## src/rtl/pattern_scan_ctrl.sv

```systemverilog
// Sequencer for an external serial "1101" Moore detector: clears it, shifts a word in MSB first, counts matches.
// Latency: done pulses WORD_W+2 cycles after the accepting edge; one word per WORD_W+4 cycles at best.
// Backpressure: word_ready is high only in IDLE; optional abort port under PATTERN_SCAN_ABORT_EN.
module pattern_scan_ctrl #(
    parameter int WORD_W = 8,
    parameter int CNT_W  = 4
) (
    input  logic              clk,
    input  logic              rst,
`ifdef PATTERN_SCAN_ABORT_EN
    input  logic              abort,
`endif
    input  logic              word_valid,
    input  logic [WORD_W-1:0] word_data,
    output logic              word_ready,
    output logic              det_clear,
    output logic              det_bit,
    input  logic              det_o,
    output logic              busy,
    output logic              done,
    output logic [CNT_W-1:0]  match_cnt,
    output logic              found
);

    localparam int                IDX_W    = $clog2(WORD_W);
    localparam logic [IDX_W-1:0]  IDX_LAST = IDX_W'(WORD_W - 1);
    localparam logic [CNT_W-1:0]  CNT_MAX  = '1;

    typedef enum logic [2:0] {
        S_IDLE,
        S_CLEAR,
        S_SHIFT,
        S_DRAIN,
        S_DONE
    } state_t;

    state_t            state;
    state_t            state_nxt;
    logic [WORD_W-1:0] sreg;
    logic [WORD_W-1:0] sreg_nxt;
    logic [IDX_W-1:0]  idx;
    logic [IDX_W-1:0]  idx_nxt;
    logic [CNT_W-1:0]  run_cnt;
    logic [CNT_W-1:0]  run_cnt_nxt;
    logic              sample;
    logic              abort_req;
    logic              abort_take;
    logic              det_bit_nxt;
    logic              det_clear_nxt;
    logic              word_ready_nxt;
    logic              busy_nxt;
    logic              done_nxt;

`ifdef PATTERN_SCAN_ABORT_EN
    assign abort_req = abort;
`else
    assign abort_req = 1'b0;
`endif

    always_comb begin
        state_nxt   = state;
        sreg_nxt    = sreg;
        idx_nxt     = idx;
        run_cnt_nxt = run_cnt;
        sample      = 1'b0;
        abort_take  = 1'b0;

        case (state)
            S_IDLE: begin
                if (word_valid && word_ready) begin
                    sreg_nxt    = word_data;
                    run_cnt_nxt = '0;
                    state_nxt   = S_CLEAR;
                end
            end
            S_CLEAR: begin
                idx_nxt   = '0;
                state_nxt = S_SHIFT;
            end
            S_SHIFT: begin
                // det_o lags det_bit by one cycle, so the first SHIFT cycle has nothing to sample yet
                sample   = (idx != '0);
                sreg_nxt = {sreg[WORD_W-2:0], 1'b0};
                idx_nxt  = idx + 1'b1;
                if (idx == IDX_LAST) begin
                    state_nxt = S_DRAIN;
                end
            end
            S_DRAIN: begin
                sample    = 1'b1;
                state_nxt = S_DONE;
            end
            S_DONE: begin
                state_nxt = S_IDLE;
            end
            default: begin
                state_nxt = S_IDLE;
            end
        endcase

        if (sample && det_o && (run_cnt != CNT_MAX)) begin
            run_cnt_nxt = run_cnt + 1'b1;
        end

        if (abort_req && (state == S_CLEAR || state == S_SHIFT || state == S_DRAIN)) begin
            abort_take  = 1'b1;
            state_nxt   = S_IDLE;
            run_cnt_nxt = '0;
        end

        // Outputs are registered, so they are derived from the state being entered
        det_bit_nxt    = (state_nxt == S_SHIFT) ? sreg_nxt[WORD_W-1] : 1'b0;
        det_clear_nxt  = (state_nxt == S_CLEAR) || abort_take;
        word_ready_nxt = (state_nxt == S_IDLE);
        busy_nxt       = (state_nxt == S_CLEAR) || (state_nxt == S_SHIFT) || (state_nxt == S_DRAIN);
        done_nxt       = (state_nxt == S_DONE);
    end

    always_ff @(posedge clk) begin
        if (rst) begin
            state      <= S_IDLE;
            sreg       <= '0;
            idx        <= '0;
            run_cnt    <= '0;
            match_cnt  <= '0;
            found      <= 1'b0;
            done       <= 1'b0;
            det_bit    <= 1'b0;
            det_clear  <= 1'b1;
            word_ready <= 1'b0;
            busy       <= 1'b0;
        end else begin
            state      <= state_nxt;
            sreg       <= sreg_nxt;
            idx        <= idx_nxt;
            run_cnt    <= run_cnt_nxt;
            done       <= done_nxt;
            det_bit    <= det_bit_nxt;
            det_clear  <= det_clear_nxt;
            word_ready <= word_ready_nxt;
            busy       <= busy_nxt;
            // Result becomes visible together with the done pulse
            if (state_nxt == S_DONE) begin
                match_cnt <= run_cnt_nxt;
                found     <= (run_cnt_nxt != '0);
            end
        end
    end

endmodule

```

## config.mk

```make
export PLATFORM = sky130hd
export DESIGN_NAME = pattern_scan_ctrl
export DESIGN_NICKNAME = d
export VERILOG_FILES = /design/src/rtl/pattern_scan_ctrl.sv
export SDC_FILE = /design/constraint.sdc
export NUM_CORES = 1
export LEC_CHECK = 0
export ABC_CLOCK_PERIOD_IN_PS = 2000
export CAP_MARGIN = 20
export CORE_MARGIN = 1.5
export CORE_UTILIZATION = 25
export CTS_CLUSTER_SIZE = 14
export DETAILED_ROUTE_END_ITERATION = 6
export PLACE_DENSITY_LB_ADDON = 0.25
export SYNTH_ARGS = -nofsm -noshare
export SYNTH_HDL_FRONTEND = slang
export SYNTH_SLANG_ARGS = --single-unit
```

## constraint.sdc

```tcl
create_clock -name clk -period 2 [get_ports clk]
set_input_delay 0.4 -clock clk [delete_from_list [all_inputs] [get_ports clk]]
set_output_delay 0.4 -clock clk [all_outputs]
set_load 0.01 [all_outputs]
```

Word-level counts from Yosys, hierarchy flattened
Index checks and enable logic that the tools add are counted.
- $add $sub $neg: 2
- equal/unequal tests: 10
- multiplexer cells: 10
- bitwise logic cells: 1
- reductions and logical operators: 13
- operators with widths (kind ; number):
    $pmux W8 S2 ; 1
    $eq A3 B2 Y1 const B ; 4
    $mux W4 ; 3
    $pmux W3 S4 ; 1
    $mux W8 ; 1
    $eq A3 B1 Y1 const B ; 2
    $eq A3 B3 Y1 const B ; 2
    $logic_not A3 Y1 ; 2
    $mux W3 ; 2
    $pmux W3 S2 ; 1
    $add A4 B1 Y4 const B ; 1
    $ne A4 B4 Y1 const B ; 1
    $reduce_bool A2 Y1 ; 2
    $reduce_bool A4 Y1 ; 1
    $add A3 B1 Y3 const B ; 1
    $logic_and A1 B1 Y1 ; 3
    $reduce_bool A3 Y1 ; 1
    $logic_or A1 B1 Y1 ; 2
    $ne A2 B2 Y1 const B ; 1
    $pmux W1 S2 ; 1
    $reduce_and A2 Y1 ; 1
    $reduce_or A2 Y1 ; 1
    $not A1 Y1 ; 1
- bits in registers: 28
- input bits: 12
- logic and storage cells: 48

Depth between registers and ports, before layout
Gate-level depths: netlist (run 1).
- word-level depth: 6
- gate-level depth with buffers: 7
- depth with buffers taken out: 7

Worst setup path before layout (run 1)
OpenSTA, ideal clock, no wires.
- path kind: reg-to-reg
- start: register idx[0]
- end: register found
- library setup time: 134 ps
- arrival time: 1559 ps
- data required time: 1866 ps
- path slack: 307 ps
- cell stages (with the launch flop): 8
- buffers on the path: 0
- clock period less this slack: 1693 ps
- cells stage by stage: dfxtp_1 -> inv_1 -> ha_1 -> or3b_4 -> and3_4 -> a32oi_1 -> and3_1 -> a311oi_2
- cells in the longest elaborated chain, start to end: 6
- elaborated cells on any way between the ends: 10
- those cells by class: 2 x eq/ne; 4 x mux; 4 x reduce/logical
- RTL lines (element ; RTL line ; RTL):
    start: declaration ; 41 ; logic [IDX_W-1:0] idx;
    start signal: assignment ; 135 ; idx <= idx_nxt;
    $reduce_bool A3 Y1 ; 82 ; sample = (idx != '0);
    $pmux W1 S2 ; 68 ; case (state)
    $logic_and A1 B1 Y1 (2 in a row) ; 101 ; if (sample && det_o && (run_cnt != CNT_MAX)) begin
    $mux W4 ; 101 ;
    $reduce_bool A4 Y1 ; 145 ; found <= (run_cnt_nxt != '0);
    end signal: assignment ; 145 ;
    end: declaration ; 22 ; output logic found
Parallel ways exist; a longest one is shown, timed or not.
A chain may end at the register's enable or synchronous reset.

Worst setup path in the final report (run 1)
Ends and elaborated chain as after synthesis.

==> results.json, run 1 <==
{
  "crit_required_ns": 2.15,
  "cts_setup_buffers": 0,
  "power.density_nw_per_um2": 656,
  "relSlewSlack": 0.720,
  "synth_edf_count": 0,
  "cp.depth": 7,
  "wl_per_cell_um": 12.2,
  "grt-ovfl-total": 0,
  "first_pass_iters": 4,
  "rsz0062_at_grt": "false",
  "antenna_cells": 0,
  "cts-root-buf": "clkbuf_8",
  "place.gp.congestion": 0.756,
  "remaining_drc_errors": 0,
  "fin_crit_ns": 1.80,
  "grt_max_degree": 15,
  "cts_sinks": 28,
  "arrival_ns": 1.94,
  "die_w_um": 72.7,
  "yosys_warnings": 0,
  "grt_pass1_wl_mm": 4.35,
  "critPathTopFamily": "simple AND/OR/NAND/NOR gates",
  "cp-end-kind": "register",
  "ys_ff_latch": 28,
  "finish.net_count": 175,
  "place_area_um2": 1520,
  "ant_nets": 0,
  "hold_path_class": "register to register",
  "critPathBufInv": 1,
  "place_inst": 208,
  "initial_core_util": 0.259,
  "clk_pin_slew_worst_paths_ns": 0.09,
  "slew_viol_final": 0,
  "postCtsHoldBufs": 0,
  "syn_to_final_growth_pct": 28.1,
  "vias": 997,
  "final.setup.tns_ns": 0,
  "crit_type": "register to register",
  "cts_max_path_buffers": 2,
  "critical_path.max_fanout": 4,
  "critPathLaunch": "idx[0]",
  "stdcell_area_um2": 1560,
  "numCtsBuffers": 3,
  "antenna_found_initial": 0,
  "finalSetupViolCount": 0,
  "cts_tree": "yes",
  "cap_viol_max_count": 0,
  "routed_via_density": 4.73,
  "rr_worst_depth": 7,
  "slowest_delay_ns": 0.40,
  "synth_nets": 148,
  "regToRegEndpoint": "found",
  "slowest_stage": "or3b_4",
  "synthDistinctLibCells": 37,
  "critPathLaunchType": "register",
  "synthArstFlopShare": 0,
  "final.fill_count": 499,
  "synth_cells": 132,
  "layout-drive-gt1-share": 0.115,
  "fmax_mhz": 557,
  "fin_cells": 211,
  "worstMarginPinSlew_ns": 0.418,
  "core-area_um2": 4690,
  "cts_resized": 0,
  "ios": 22,
  "path_cells": "inv_1, ha_1, or3b_4, and3_4, a22o_1, a2bb2oi_2, a311oi_2",
  "htree_levels": 1,
  "die-area_um2": 5290,
  "ys_seq_area_frac": 0.461,
  "synth_area_per_cell_um2": 9.20,
  "leakagePower_nw": 0.588,
  "hold_viol": 0,
  "die_y_um": 72.7,
  "wirelength_mm": 2.57,
  "clock_latency_ns": 0.27,
  "port_buffers": 21,
  "fin_worst_skew_ns": 0.00697,
  "synthFlopType": "dfxtp_1",
  "track_usage": 0.104,
  "reg2reg_slack_ns": 0.20,
  "r2r-start": "idx[0]",
  "vdd_drop_max_uv": 254,
  "fin_crit_sh": 0.898,
  "placementRows": 25,
  "post-dp-hpwl_mm": 1.99,
  "status": "finished, final reports clean",
  "drt-initial-drc-count": 22,
  "critPathCapture": "found",
  "grt_pass1_vias": 1014,
  "synthesis.area_um2": 1210
}
## cells in the final DEF (no fill, tap or decap), types with 2 or more instances in the layout
| master | instances |
|---|---|
| buf_4 | 8 |
| o21a_1 | 2 |
| a22o_1 | 2 |
| inv_1 | 2 |
| clkdlybuf4s50_1 | 21 |
| a21oi_1 | 14 |
| nor2_1 | 23 |
| and2_1 | 3 |
| nand2_1 | 9 |
| a22oi_1 | 6 |
| a32oi_1 | 2 |
| a211oi_1 | 4 |
| nand2b_1 | 2 |
| nand4b_1 | 2 |
| nand3_1 | 2 |
| ha_1 | 4 |
| dfxtp_1 | 28 |
| clkbuf_8 | 3 |
| nor2b_1 | 3 |
## cells by family (layout without fill, tap and decap cells)
logic type                 after synthesis  after routing  synth area share
AOI/OAI and AO/OA                       35             35             0.203
adders and majority gates                4              4            0.0412
buffers and inverters                    9             34            0.0371
xor gates and xnor gates                 2              2            0.0144
and+or+nand+nor                         53             53             0.234
muxes                                    1              1           0.00927
DFF                                     28             28             0.461
## worst min-delay path, delay by kind of cell, from the launching register on
family           cells  cell delay (ns)
AO/OA/AOI/OAI        1             0.05
AND/OR/NAND/NOR      1             0.05
flip-flops           1             0.32
## through the flow
step                      hold slack (ns)  setup WS (ns)   util  power [W]
final                               0.463          0.205  0.332    0.00102
after global routing                0.492          0.111  0.332    0.00108
after CTS                           0.462          0.199  0.332    0.00104
after detailed placement            0.449         0.0973  0.323   0.000745
after global placement              0.441          0.163  0.323   0.000742
after floorplan                     0.436          0.307      -   0.000683
## per-layer routing
| metal | global-route usage | wire length, um | vias to the layer above |
|---|---|---|---|
| met5 | 0 | 0 | - |
| met4 | 0.0147 | 0 | 0 |
| met3 | 0.0304 | 140 | 0 |
| met2 | 0.178 | 1180 | 24 |
| met1 | 0.134 | 1250 | 458 |
| li1 | - | - | 515 |
## power by group
group | internal [W] | total [W] | switching, W | leakage (nW)
registers | 0.000579 | 0.000592 | 0.0000140 | 0.227
logic | 0.0000712 | 0.000138 | 0.0000671 | 0.339
clock network | 0.000135 | 0.000291 | 0.000156 | 0.0216
total | 0.000784 | 0.00102 | 0.000237 | 0.588
## cell type report
class / count / area (um^2) / area share
clock buffers: 3 / 41.3 / 0.0265
repair buffers: 29 / 270 / 0.174
flip-flops and latches: 28 / 561 / 0.360
multi-input cells: 95 / 609 / 0.391
well taps: 54 / 67.6 / 0.0434
inverters: 2 / 7.51 / 0.00482
## flip-flops by register name, summed over array words and instances, names as in the netlist
name,flops
done,1
found,1
sreg,8
det_bit,1
match_cnt,4
state,3
word_ready,1
idx,3
det_clear,1
run_cnt,4
busy,1
## worst min path at each step
stage,startpoint,endpoint,slack [ns],cells after the start
after detailed placement,sreg[4],sreg[4],0.45,2
after global placement,sreg[4],sreg[4],0.44,2
after CTS,sreg[4],sreg[4],0.46,2
after global routing,sreg[3],sreg[3],0.49,2
final,sreg[4],sreg[4],0.46,2
after floorplan,sreg[1],sreg[1],0.44,2
## cell usage after synthesis, drive strengths merged, types with 3 or more instances
cell type,count,share of area
dfxtp,28,0.46
nor2,23,0.071
a21oi,14,0.058
nand2,9,0.028
a22oi,6,0.037
buf,5,0.025
a211oi,4,0.025
ha,4,0.041
and2,3,0.015
nand4b,3,0.027
nor2b,3,0.015
Note: power is estimated with default switching activity, not from simulation.
==> inputs of run 2 (changes only) <==
Settings changed: ABC_AREA from default to 1, ABC_CLOCK_PERIOD_IN_PS 2000 to 1900, GPL_ROUTABILITY_DRIVEN from default to 1.
Clock period 2 ns to 1.9 ns, I/O delays scaled along.
==> results.json, run 2 <==
{
  "critPathLaunchType": "register",
  "synthArstFlopShare": 0,
  "grt-ovfl-total": 0,
  "fin_worst_skew_ns": 0.00590,
  "post-dp-hpwl_mm": 1.92,
  "synth_area_per_cell_um2": 7.41,
  "critical_path.max_fanout": 2,
  "synth_top_family_by_area": "simple AND/OR/NAND/NOR gates",
  "grt_pass1_wl_mm": 4.28,
  "placementRows": 24,
  "fin_ws_ns": 0.336,
  "yosys.area_share.simple": 0.248,
  "cts_max_path_buffers": 2,
  "largest_register": "sreg",
  "synthDistinctLibCells": 22,
  "final.setup.tns_ns": 0,
  "hp-start": "sreg[0]",
  "fmax_mhz": 639,
  "drt-initial-drc-count": 28,
  "worstMarginPinSlew_ns": 0.346,
  "port_buffers": 21,
  "reg2reg_slack_ns": 0.35,
  "crit_type": "register to primary output",
  "fin_crit_sh": 0.823,
  "largestRegisters": "sreg (8), match_cnt (4), run_cnt (4)",
  "track_usage": 0.107,
  "hold_ws_ns": 0.468,
  "synth_top_cell_by_area": "dfxtp_1",
  "rr_worst_depth": 10,
  "synth_cells": 161,
  "wl_per_cell_um": 10.7,
  "hold_viol": 0,
  "final_common_cell": "nand2_1",
  "rsz0062_at_grt": "false",
  "critPathBufInv": 1,
  "synth-compound-area-share": 0.150,
  "regToRegEndpoint": "found",
  "grt_pass1_vias": 969,
  "yosys_warnings": 0,
  "yosys-mux-area-fraction": 0,
  "syn_to_final_growth_pct": 28.0,
  "crit_required_ns": 1.52,
  "slowest_stage": "clkdlybuf4s50_1",
  "vdd_drop_max_uv": 254,
  "slowest_delay_ns": 0.55,
  "slew_viol_final": 0,
  "synth_nets": 177,
  "cts_tree": "yes",
  "synth_xor_area_frac": 0.00734,
  "yosysMostFrequentCell": "nand2_1",
  "finish.net_count": 204,
  "holdPathEnd": "sreg[0]",
  "place.gp.congestion": 0.771,
  "cap_viol_max_count": 0,
  "synth_adder_area_share": 0.0419,
  "synth.top_cells.by_count": "nand2_1, dfxtp_1, inv_1, nor2_1, a21oi_1",
  "htree_levels": 1,
  "leakagePower_nw": 0.667,
  "ys_seq_area_frac": 0.470,
  "cts_sinks": 28,
  "die-area_um2": 5200,
  "core-area_um2": 4470,
  "cp-end-kind": "primary output",
  "whs_path_depth": 2,
  "synth_top_area_frac": 0.470,
  "initial_core_util": 0.267,
  "arrival_ns": 1.18,
  "cts_setup_buffers": 0,
  "synth_edf_count": 0,
  "hold_path_class": "register to register",
  "fin_cells": 238,
  "path_cells": "clkdlybuf4s50_1",
  "cts_resized": 0,
  "clk_pin_slew_worst_paths_ns": 0.09,
  "relSlewSlack": 0.767,
  "largest_reg_flops": 8,
  "die_w_um": 72.1,
  "layout-drive-gt1-share": 0.0753,
  "ant_nets": 0,
  "vias": 1036,
  "antenna_cells": 0,
  "status": "finished, final reports clean",
  "wirelength_mm": 2.54,
  "synth_area_leaders": "dfxtp_1, nand2_1, a21oi_1, inv_1, nor2_1",
  "place_area_um2": 1490,
  "finalSetupViolCount": 0,
  "place_inst": 235,
  "first_pass_iters": 4,
  "synthFlopType": "dfxtp_1",
  "die_y_um": 72.1,
  "r2r-start": "idx[0]",
  "power.density_nw_per_um2": 705,
  "place_ws_ns": 0.132,
  "ys_ff_latch": 28,
  "synthesis.area_um2": 1190,
  "postCtsHoldBufs": 0,
  "fin_crit_ns": 1.56,
  "remaining_drc_errors": 0,
  "stdcell_area_um2": 1530,
  "routed_via_density": 4.35,
  "final_cell_mix": "nand2_1, dfxtp_1, clkdlybuf4s50_1, inv_1, nor2_1",
  "clock_latency_ns": 0.28,
  "cts-root-buf": "clkbuf_8",
  "critPathTopFamily": "buffers and inverters",
  "antenna_found_initial": 0,
  "grt_max_degree": 15,
  "ios": 22,
  "numCtsBuffers": 3
}
[run 2: cell type report]
| class | count | area (um^2) |
|---|---|---|
| fill | 489 | 2950 |
| sequential | 28 | 561 |
| multi-input combinational | 107 | 534 |
| timing repair buffer | 25 | 240 |
| inverter | 23 | 86.3 |
| tap | 52 | 65.1 |
| clock buffer | 3 | 41.3 |
[run 2: how the worst max path moves through the flow]
| stage | slack (ns) | endpoint | from | cells after the start |
|---|---|---|---|---|
| after global routing | 0.16 | found | idx[0] | 10 |
| after floorplan | 0.57 | found | idx[0] | 10 |
| final | 0.34 | found | found | 1 |
| after CTS | 0.32 | found | found | 1 |
| after global placement | 0.13 | found | word_valid | 10 |
| after detailed placement | 0.13 | found | det_o | 10 |
[run 2: logic make-up (layout without fill, tap and decap cells)]
logic type               count (synthesis)  after routing
AO/OA/AOI/OAI                           32             32
XOR/XNOR                                 1              1
adder cells (fa/ha/maj)                  4              4
buffers and inverters                   26             51
flip-flops                              28             28
AND/OR/NAND/NOR                         70             70
[run 2: through the flow]
stage	util	power [W]
2_1_floorplan	-	0.000707
3_3_place_gp	0.332	0.000775
3_5_place_dp	0.332	0.000774
4_1_cts	0.341	0.00110
5_1_grt	0.341	0.00113
6_report	0.341	0.00108
[run 2: metal layers]
layer  vias to the layer above  wire length [um]  GRT usage
met5                         -                 0          0
met4                         0                74     0.0692
met3                         5                52     0.0181
met2                        12              1060      0.148
met1                       450              1350      0.152
li1                        569                 -          -
[run 2: where the power goes]
group          internal (W)  leakage (nW)  switching (W)  total [W]
registers          0.000608         0.227      0.0000123   0.000621
clock network      0.000143        0.0216       0.000175   0.000317
logic             0.0000641         0.418      0.0000749   0.000139
==> inputs of run 3 (changes only) <==
Settings changed: ABC_CLOCK_PERIOD_IN_PS 1900 to 1400.
Clock period 1.9 ns to 1.4 ns, I/O delays scaled along.
==> results.json, run 3 (synthesis results as in run 2) <==
{
  "routed_via_density": 4.45,
  "core-area_um2": 4470,
  "fmax_mhz": 740,
  "grt_pass1_vias": 1014,
  "layout-drive-gt1-share": 0.330,
  "die_w_um": 72.1,
  "path_cells": "clkdlybuf4s50_1, nand3_1, inv_2, nand3_4, nand3_2, nand2_2, nor2_2, nand3_1, nand2_1, inv_1",
  "largestRegisters": "sreg (8), match_cnt (4), run_cnt (4)",
  "status": "finished, final reports clean",
  "critical_path.max_fanout": 5,
  "stdcell_area_um2": 1810,
  "final_cell_mix": "nand2_1, dfxtp_1, buf_4, a21oi_1",
  "first_pass_iters": 4,
  "final.fill_count": 472,
  "track_usage": 0.114,
  "critPathLaunchType": "primary input",
  "placementRows": 24,
  "drt-initial-drc-count": 59,
  "final.setup.tns_ns": 0,
  "leakagePower_nw": 0.811,
  "clk_pin_slew_worst_paths_ns": 0.10,
  "relSlewSlack": 0.800,
  "rsz0062_at_grt": "true",
  "arrival_ns": 1.53,
  "hold_path_class": "register to register",
  "grt-ovfl-total": 0,
  "antenna_found_initial": 0,
  "cts_max_path_buffers": 2,
  "cts-root-buf": "clkbuf_8",
  "place.gp.congestion": 0.760,
  "finalSetupViolCount": 0,
  "fin_worst_skew_ns": 0.00693,
  "die_y_um": 72.1,
  "ant_nets": 0,
  "finish.net_count": 220,
  "post-dp-hpwl_mm": 2.05,
  "die-area_um2": 5200,
  "remaining_drc_errors": 0,
  "port_buffers": 21,
  "fin_crit_ns": 1.35,
  "syn_to_final_growth_pct": 51.9,
  "wl_per_cell_um": 11.2,
  "vdd_drop_max_uv": 525,
  "clock_latency_ns": 0.28,
  "cts_tree": "yes",
  "largest_register": "sreg",
  "grt_pass1_wl_mm": 4.63,
  "vias": 1134,
  "worstMarginPinSlew_ns": 0.300,
  "cts_sinks": 28,
  "ios": 22,
  "critPathTopFamily": "simple AND/OR/NAND/NOR gates",
  "power.density_nw_per_um2": 941,
  "slowest_stage": "clkdlybuf4s50_1",
  "slew_viol_final": 0,
  "critPathBufInv": 3,
  "initial_core_util": 0.267,
  "htree_levels": 1,
  "antenna_cells": 0,
  "cp-end-kind": "register",
  "numCtsBuffers": 3,
  "crit_type": "primary input to register",
  "fin_crit_sh": 0.966,
  "largest_reg_flops": 8,
  "final_common_cell": "nand2_1",
  "wirelength_mm": 2.86,
  "slowest_delay_ns": 0.47,
  "place_area_um2": 1590,
  "crit_required_ns": 1.58,
  "cap_viol_max_count": 0,
  "power_w": 0.00171,
  "postCtsHoldBufs": 0,
  "hold_viol": 0,
  "cpMostUsedCell": "nand3_1",
  "grt_max_degree": 17
}
-- run 3: cell count changes in the layout (fill, tap and decap cells not counted), moves of 6 or more --
| cell | delta |
|---|---|
| nand2_2 | +7 |
| nand2_1 | -9 |
| dfxtp_1 | -8 |
| clkdlybuf4s50_1 | -10 |
| nand3_1 | -6 |
| buf_4 | +15 |
| dlygate4sd2_1 | +10 |
-- run 3: tightest hold or removal path: stages (launching register included) --
cell     delay [ns]
dfxtp_1        0.32
nand2_1        0.06
a21oi_1        0.05
-- run 3: worst paths after layout --
| check | from | to | slack (ns) | cells past startpoint |
|---|---|---|---|---|
| hold / removal | sreg[1] | sreg[1] | 0.47 | 2 |
| hold reg to reg | sreg[1] | sreg[1] | 0.47 | 2 |
| setup / recovery | det_o | found | 0.05 | 10 |
| setup reg to reg | run_cnt[1] | found | 0.06 | 11 |
-- run 3: per-layer routing --
layer,share of wire,routed length [um],track usage,up-vias
met5,0,0,0,-
met4,0.021,59,0.0566,0
met3,0.019,53,0.0181,5
met2,0.47,1340,0.166,14
met1,0.49,1410,0.165,508
li1,-,-,-,607
-- run 3: area by class of cell --
| class | instances | area (um^2) | share of cell area |
|---|---|---|---|
| well taps | 52 | 65.1 | 0.0359 |
| clock buffers | 3 | 41.3 | 0.0228 |
| inverters | 23 | 86.3 | 0.0476 |
| multi-input cells | 107 | 661 | 0.364 |
| flip-flops and latches | 28 | 578 | 0.319 |
| clock inverters | 1 | 30.0 | 0.0166 |
| repair buffers | 41 | 352 | 0.194 |
-- run 3: report_power, final --
group / internal, W / switching [W] / total [W]
sequential: 0.000823 / 0.0000165 / 0.000839
clock: 0.000383 / 0.000254 / 0.000638
combinational: 0.000108 / 0.000121 / 0.000229
-- run 3: timing repair --
action	CTS	global route
pin swaps	1	12
gates cloned	0	0
setup buffers	1	1
resized for setup	13	45
endpoints found under the setup margin	13	18
-- run 3: metrics by stage --
| step | utilization | cells | worst slack [ns] | hold slack [ns] |
|---|---|---|---|---|
| 4_1_cts | 0.373 | 254 | -0.0697 | 0.474 |
| 6_report | 0.405 | 255 | 0.0481 | 0.469 |
| 3_5_place_dp | 0.356 | 249 | -0.287 | 0.459 |
| 5_1_grt | 0.405 | 255 | -0.0335 | 0.496 |
| 3_3_place_gp | 0.356 | 249 | -0.300 | 0.455 |
| 2_1_floorplan | - | 161 | 0.0697 | 0.364 |
